**config.mk**
```make
export PLATFORM = sky130hd
export DESIGN_NAME = svi_lane_collector
export DESIGN_NICKNAME = d
export VERILOG_FILES = /design/src/rtl/svi_collect_pkg.sv /design/src/rtl/svi_collect_fifo.sv /design/src/rtl/svi_lane_collector.sv
export SDC_FILE = /design/constraint.sdc
export NUM_CORES = 1
export LEC_CHECK = 0
export ABC_AREA = 1
export CORE_ASPECT_RATIO = 1.75
export CORE_MARGIN = 1
export CORE_UTILIZATION = 50
export CTS_CLUSTER_SIZE = 40
export DETAILED_ROUTE_END_ITERATION = 12
export GPL_ROUTABILITY_DRIVEN = 0
export PLACE_DENSITY = 0.86
export SKIP_LAST_GASP = 1
export SLEW_MARGIN = 10
export SYNTH_ARGS = -nofsm -noshare
export SYNTH_HDL_FRONTEND = slang
export SYNTH_SLANG_ARGS = --single-unit
```
**constraint.sdc**
```tcl
create_clock -name clk -period 4.6 [get_ports clk]
set_clock_uncertainty 0.05 [all_clocks]
set_input_delay 0.92 -clock clk [delete_from_list [all_inputs] [get_ports clk]]
set_output_delay 0.92 -clock clk [all_outputs]
set_load 0.02 [all_outputs]
```
**src/rtl/svi_collect_pkg.sv**
```systemverilog
// Shared types and helpers for the SVI lane collector.
// SVI_COLLECT_LANE_TAG_EN selects tagged {lane,data} FIFO entries.
package svi_collect_pkg;

  localparam int NLANES_DEF = 3;
  localparam int W_DEF      = 8;
  localparam int DEPTH_DEF  = 4;

  function automatic int lane_w(input int n);
    return (n > 2) ? $clog2(n) : 1;
  endfunction

  localparam int LANE_W_DEF = lane_w(NLANES_DEF);

  typedef logic [LANE_W_DEF-1:0] lane_idx_t;

  typedef struct packed {
    lane_idx_t        lane;
    logic [W_DEF-1:0] data;
  } tag_entry_t;

endpackage

```
**src/rtl/svi_collect_fifo.sv**
```systemverilog
// Synchronous FIFO with registered storage and a held last-popped value.
// Head output never depends combinationally on the write port.
module svi_collect_fifo #(
  parameter int EW    = 8,
  parameter int DEPTH = 4
) (
  input  logic                   clk,
  input  logic                   rst_n,
  input  logic                   push_i,
  input  logic                   pop_i,
  input  logic [EW-1:0]          din_i,
  output logic [EW-1:0]          dout_o,
  output logic                   full_o,
  output logic                   empty_o,
  output logic [$clog2(DEPTH):0] level_o
);

  localparam int AW = $clog2(DEPTH);
  localparam logic [AW:0] FULL_LVL = (AW+1)'(DEPTH);

  logic [EW-1:0] mem_q [DEPTH];
  logic [AW-1:0] wr_q, rd_q;
  logic [AW:0]   lvl_q, lvl_d;
  logic [EW-1:0] last_q;
  logic          push_ok, pop_ok;

  assign full_o  = (lvl_q == FULL_LVL);
  assign empty_o = (lvl_q == '0);
  assign push_ok = push_i && !full_o;
  assign pop_ok  = pop_i && !empty_o;
  assign level_o = lvl_q;
  assign dout_o  = empty_o ? last_q : mem_q[rd_q];

  // Occupancy follows push/pop; both together leave it unchanged.
  always_comb begin
    lvl_d = lvl_q;
    unique case ({push_ok, pop_ok})
      2'b10:   lvl_d = lvl_q + 1'b1;
      2'b01:   lvl_d = lvl_q - 1'b1;
      default: lvl_d = lvl_q;
    endcase
  end

  // Storage, pointers and the held output value.
  always_ff @(posedge clk or negedge rst_n) begin
    if (!rst_n) begin
      for (int i = 0; i < DEPTH; i++) mem_q[i] <= '0;
      wr_q   <= '0;
      rd_q   <= '0;
      lvl_q  <= '0;
      last_q <= '0;
    end else begin
      lvl_q <= lvl_d;
      if (push_ok) begin
        mem_q[wr_q] <= din_i;
        wr_q        <= wr_q + 1'b1;
      end
      if (pop_ok) begin
        last_q <= mem_q[rd_q];
        rd_q   <= rd_q + 1'b1;
      end
    end
  end

endmodule

```
**src/rtl/svi_lane_collector.sv**
```systemverilog
// Round-robin merge of valid/ready lanes into one FIFO-backed stream.
// SVI_COLLECT_LANE_TAG_EN adds the out_lane port and tagged entries.
module svi_lane_collector
  import svi_collect_pkg::*;
#(
  parameter int NLANES = 3,
  parameter int W      = 8,
  parameter int DEPTH  = 4
) (
  input  logic                   clk,
  input  logic                   rst_n,
  input  logic [NLANES-1:0]      in_valid,
  input  logic [NLANES*W-1:0]    in_data,
  output logic [NLANES-1:0]      in_ready,
  output logic                   out_valid,
  output logic [W-1:0]           out_data,
  input  logic                   out_ready,
`ifdef SVI_COLLECT_LANE_TAG_EN
  output logic [lane_w(NLANES)-1:0] out_lane,
`endif
  output logic [$clog2(DEPTH):0] fifo_level
);

  localparam int LANE_W = lane_w(NLANES);
`ifdef SVI_COLLECT_LANE_TAG_EN
  localparam int EW = LANE_W + W;
`else
  localparam int EW = W;
`endif

  logic [LANE_W-1:0] rr_q, rr_d, grant;
  logic              any_v, push, full, empty;
  logic [EW-1:0]     din, dout;
  int                idx;

  // First valid lane at or after rr_q, scanned modulo NLANES.
  always_comb begin
    grant = '0;
    any_v = 1'b0;
    idx   = 0;
    for (int k = NLANES-1; k >= 0; k--) begin
      idx = int'(rr_q) + k;
      if (idx >= NLANES) idx = idx - NLANES;
      if (in_valid[idx]) begin
        grant = LANE_W'(idx);
        any_v = 1'b1;
      end
    end
  end

  // Grant only when space exists; a pop in the same cycle does not help.
  assign push     = any_v && !full && rst_n;
  assign in_ready = push ? (NLANES'(1) << grant) : '0;

`ifdef SVI_COLLECT_LANE_TAG_EN
  assign din      = {grant, in_data[grant*W +: W]};
  assign out_lane = dout[W +: LANE_W];
`else
  assign din      = in_data[grant*W +: W];
`endif
  assign out_data  = dout[W-1:0];
  assign out_valid = !empty;

  // Pointer moves past the granted lane only on a push.
  always_comb begin
    rr_d = rr_q;
    if (push)
      rr_d = (int'(grant) == NLANES-1) ? '0 : grant + 1'b1;
  end

  // Round-robin pointer register.
  always_ff @(posedge clk or negedge rst_n) begin
    if (!rst_n) rr_q <= '0;
    else        rr_q <= rr_d;
  end

  svi_collect_fifo #(
    .EW    (EW),
    .DEPTH (DEPTH)
  ) u_fifo (
    .clk     (clk),
    .rst_n   (rst_n),
    .push_i  (push),
    .pop_i   (out_ready),
    .din_i   (din),
    .dout_o  (dout),
    .full_o  (full),
    .empty_o (empty),
    .level_o (fifo_level)
  );

endmodule

```
==> results.md <==
* Post-Synth XOR/XNOR Area: 1.277%
* Hold Path End: u_fifo.rd_q[1]
* chain of cells forming the critical path: clkdlybuf4s50_1, inv_1, nand2_1, nand3_2, nand2_1, nand2_1, nand3_4, nand2_4, inv_1, nand2_1, nor2_1, clkdlybuf4s50_1
* hold_sp: u_fifo.rd_q[1]
* horizontal die dimension: 57.99 µm
* antenna violations before repair: 0
* setup slack on the worst flop-to-flop path: 1.72 ns
* library cell used as clock root buffer: sky130_fd_sc_hd__clkbuf_8
* leakage power summed over all cells: 1.695 nW
* total number of yosys warnings: 0
* largest incremental delay on the critical path: 0.61 ns
* count of buffers inserted at the top-level ports: 44
* post-route fraction of the period consumed by the critical path: 85.83%
* FILL cells: 459
* dominant combinational cell family by area after synthesis: simple AND/OR/NAND/NOR gates
* post_cts resized: 0
* GRT Resource Usage Total: 24.88%
* final setup violation count: 0
* synth unique cells: 29
* number of instances on the worst hold path: 1
* Vert. Die Dim: 99.98 µm
* Synth Instances: 346
* number of DRC markers in iteration 0: 103
* sequential fraction of the synthesis area: 44.71%
* global route overflow: 0
* total number of vias: 2,455
* count of hold-fix buffers inserted at cts: 0
* Max IR drop VDD: 0.5213 mV
* Syn Nets: 386
* status: finished, violations left
* kind of cell adding the most delay to the critical path: buffers and inverters
* post-CTS clock slew at the launch and capture registers of the worst setup and hold paths: 0.09 ns
* diode count: 0
* Max Root-Sink Buffers: 2
* Syn Area/Cell: 7.927 µm²
* largest net degree at the start of global routing: 50
* critical-path cell with the highest stage delay: sky130_fd_sc_hd__clkdlybuf4s50_1
* category of the critical setup timing path: in -> out
* final routed wirelength across all metal layers: 6.499 mm
* mux cell area share after synthesis: 0%
* final net count: 432
* required time reported for the critical path endpoint: 3.63 ns
* critical path's most frequent cell: sky130_fd_sc_hd__nand2_1
* number of global-route vias before repair: 2,354
* growth of design area from synthesis to finish: 21.94%
* number of clock sinks seen by CTS: 49
* post-synthesis compound-gate area fraction: 9.033%
* Max FO, Critical Path: 9
* setup repair after global routing missed its margin: false
* Post-Synthesis Cell Area: 2743 µm²
* final-layout setup total negative slack: 0 ns
* routed via count divided by cell count: 5.480
* DIE AREA: 5797 µm²
* adder-cell share of the synthesized area: 4.836%
* cell area power density: 797.4 nW/µm²
* smallest hold slack: 0.4203 ns
* floorplan core area: 5255 µm²
* drt drc: 1
* insertion delay to the later sink of the worst-skew pair: 0.31 ns
* I/O pin count: 45
* estimated wirelength of the detail-placed design: 5.025 mm
* Setup crit end kind: output port
* count of state elements after synthesis: 49
* classification of the worst-slack hold path: reg -> reg
* fmax: 253.3 MHz
* worst slew margin relative to its limit: 59.62%
* number of slew-limit violations in the final report: 0
* drt wl/cell: 14.51 µm
* post-CTS setup buffer count: 0
* Buffers & Inverters on Critical Path: 4
* startpoint of the worst register-to-register path: rr_q[0]
* worst reg2reg path depth: 15
* remaining number of nets flagged by the antenna check after routing: 0
* fraction of final layout cells with drive strength greater than 1: 9.924%
* number of levels in the clock H-tree: 2
* data arrival at the endpoint of the critical path: 2.98 ns
* final period demand of the worst path: 3.948 ns
* Final Hold Viols: 0
* worst slew pin tran: 0.6058 ns
* number of CTS-inserted buffers: 5
* fraction of the mapped netlist area in simple logic gates: 34.99%
* failing checks: design-rule violations
* Placement Rows: 35
* Initial Util: 52.19%
* wire length of the first global-routing pass: 10.98 mm
* endpoint of the lowest-slack register-to-register path: u_fifo.level_o[2]
* crit path launch type: input pin
* # Max-Cap Violations: 0
* clock tree from TritonCTS: done
* First-pass DRT Iterations: 8
final cells by class:
cell class | instances | area, µm² | share of cell area, %
inverter | 26 | 115.1 | 3.442
tap | 55 | 68.82 | 2.058
timing repair buffer | 45 | 442.9 | 13.24
clock buffer | 7 | 86.33 | 2.581
multi-input combinational | 265 | 1375 | 41.11
sequential | 49 | 1226 | 36.66
clock inverter | 1 | 30.03 | 0.8979
through the flow:
stage	total power, mW	cells	setup slack [ns]	util, %	instance area, µm²
floorplan	1.852	346	1.715	-	2743
global placement	2.267	440	0.7407	61.43	3228
detailed placement	2.343	440	0.6663	61.43	3228
CTS	2.666	448	0.6522	63.64	3344
global route	2.890	448	0.5099	63.64	3344
finish	2.667	448	0.6520	63.64	3344
worst register-to-register path: cells and delay by family (launching register included):
family / cells / cell delay (ns)
compound gates: 2 / 0.25
xor+xnor: 1 / 0.15
fa+ha+maj: 3 / 0.90
buf+inv: 3 / 0.27
flops: 1 / 0.47
simple gates: 6 / 0.68
per-layer routing:
| metal | routed length [µm] | up-vias | global-route usage (%) |
|---|---|---|---|
| met4 | 340 | 0 | 13.55 |
| met1 | 2543 | 1156 | 29.45 |
| met3 | 211 | 19 | 3.995 |
| li1 | - | 1203 | - |
| met2 | 3403 | 77 | 42.26 |
| met5 | 0 | - | 0 |
logic make-up (layout without fill, tap and decap cells):
| group | Yosys count | in the layout |
|---|---|---|
| flops | 49 | 49 |
| compound gates | 40 | 40 |
| xor+xnor | 4 | 4 |
| simple gates | 211 | 211 |
| fa+ha+maj | 10 | 10 |
| buf+inv | 32 | 79 |
where the power goes:
part           leakage, nW  switching [mW]  total, mW  internal [mW]
clock network       0.0585           0.144      0.321          0.177
logic                 1.02           0.976       1.57          0.594
registers            0.615           0.146      0.777          0.630
synthesized netlist by cell type:
library cell / instances / area [µm²]
sky130_fd_sc_hd__a21boi_1: 1 / 7.510
sky130_fd_sc_hd__a21oi_1: 9 / 45.04
sky130_fd_sc_hd__a32o_1: 8 / 80.08
sky130_fd_sc_hd__buf_1: 1 / 3.750
sky130_fd_sc_hd__buf_2: 3 / 15.01
sky130_fd_sc_hd__clkbuf_1: 2 / 7.510
sky130_fd_sc_hd__clkinv_1: 1 / 3.750
sky130_fd_sc_hd__dfrtp_1: 49 / 1226
sky130_fd_sc_hd__fa_1: 1 / 20.02
sky130_fd_sc_hd__ha_1: 9 / 112.6
sky130_fd_sc_hd__inv_1: 18 / 67.56
sky130_fd_sc_hd__inv_2: 2 / 7.510
sky130_fd_sc_hd__inv_4: 4 / 25.02
sky130_fd_sc_hd__inv_8: 1 / 11.26
sky130_fd_sc_hd__nand2_1: 167 / 626.9
sky130_fd_sc_hd__nand2_2: 3 / 18.77
sky130_fd_sc_hd__nand2_4: 6 / 67.56
sky130_fd_sc_hd__nand3_1: 4 / 20.02
sky130_fd_sc_hd__nand3_2: 11 / 110.1
sky130_fd_sc_hd__nand3_4: 1 / 17.52
sky130_fd_sc_hd__nand4_1: 9 / 56.30
sky130_fd_sc_hd__nor2_1: 8 / 30.03
sky130_fd_sc_hd__nor2_2: 2 / 12.51
sky130_fd_sc_hd__o211ai_1: 1 / 7.510
sky130_fd_sc_hd__o21ai_0: 19 / 95.09
sky130_fd_sc_hd__o21ai_1: 1 / 5.000
sky130_fd_sc_hd__o21bai_1: 1 / 7.510
sky130_fd_sc_hd__xnor2_1: 1 / 8.760
sky130_fd_sc_hd__xor2_1: 3 / 26.28
worst max path at each step:
| stage | depth (start not counted) | to | from |
|---|---|---|---|
| 2_1_floorplan | 10 | in_ready[0] | in_valid[1] |
| 3_3_place_gp | 12 | in_ready[0] | in_valid[1] |
| 3_5_place_dp | 12 | in_ready[0] | in_valid[1] |
| 4_1_cts | 12 | in_ready[0] | in_valid[1] |
| 5_1_grt | 12 | in_ready[0] | in_valid[1] |
| 6_report | 12 | in_ready[0] | in_valid[1] |
flip-flops by register name, indices dropped and copies added (netlist names):
name / flops
u_fifo.mem_q: 32
u_fifo.level_o: 3
rr_q: 2
u_fifo.last_q: 8
u_fifo.wr_q: 2
u_fifo.rd_q: 2
placed cells by master (no fill, tap or decap), types with 9 or more instances in the layout:
cell	n
sky130_fd_sc_hd__nand2_1	167
sky130_fd_sc_hd__dfrtp_1	49
sky130_fd_sc_hd__clkdlybuf4s50_1	43
sky130_fd_sc_hd__o21ai_0	19
sky130_fd_sc_hd__inv_1	18
sky130_fd_sc_hd__nand3_2	11
sky130_fd_sc_hd__nand4_1	9
sky130_fd_sc_hd__a21oi_1	9
sky130_fd_sc_hd__ha_1	9
Power figures use the tool's default switching activity.
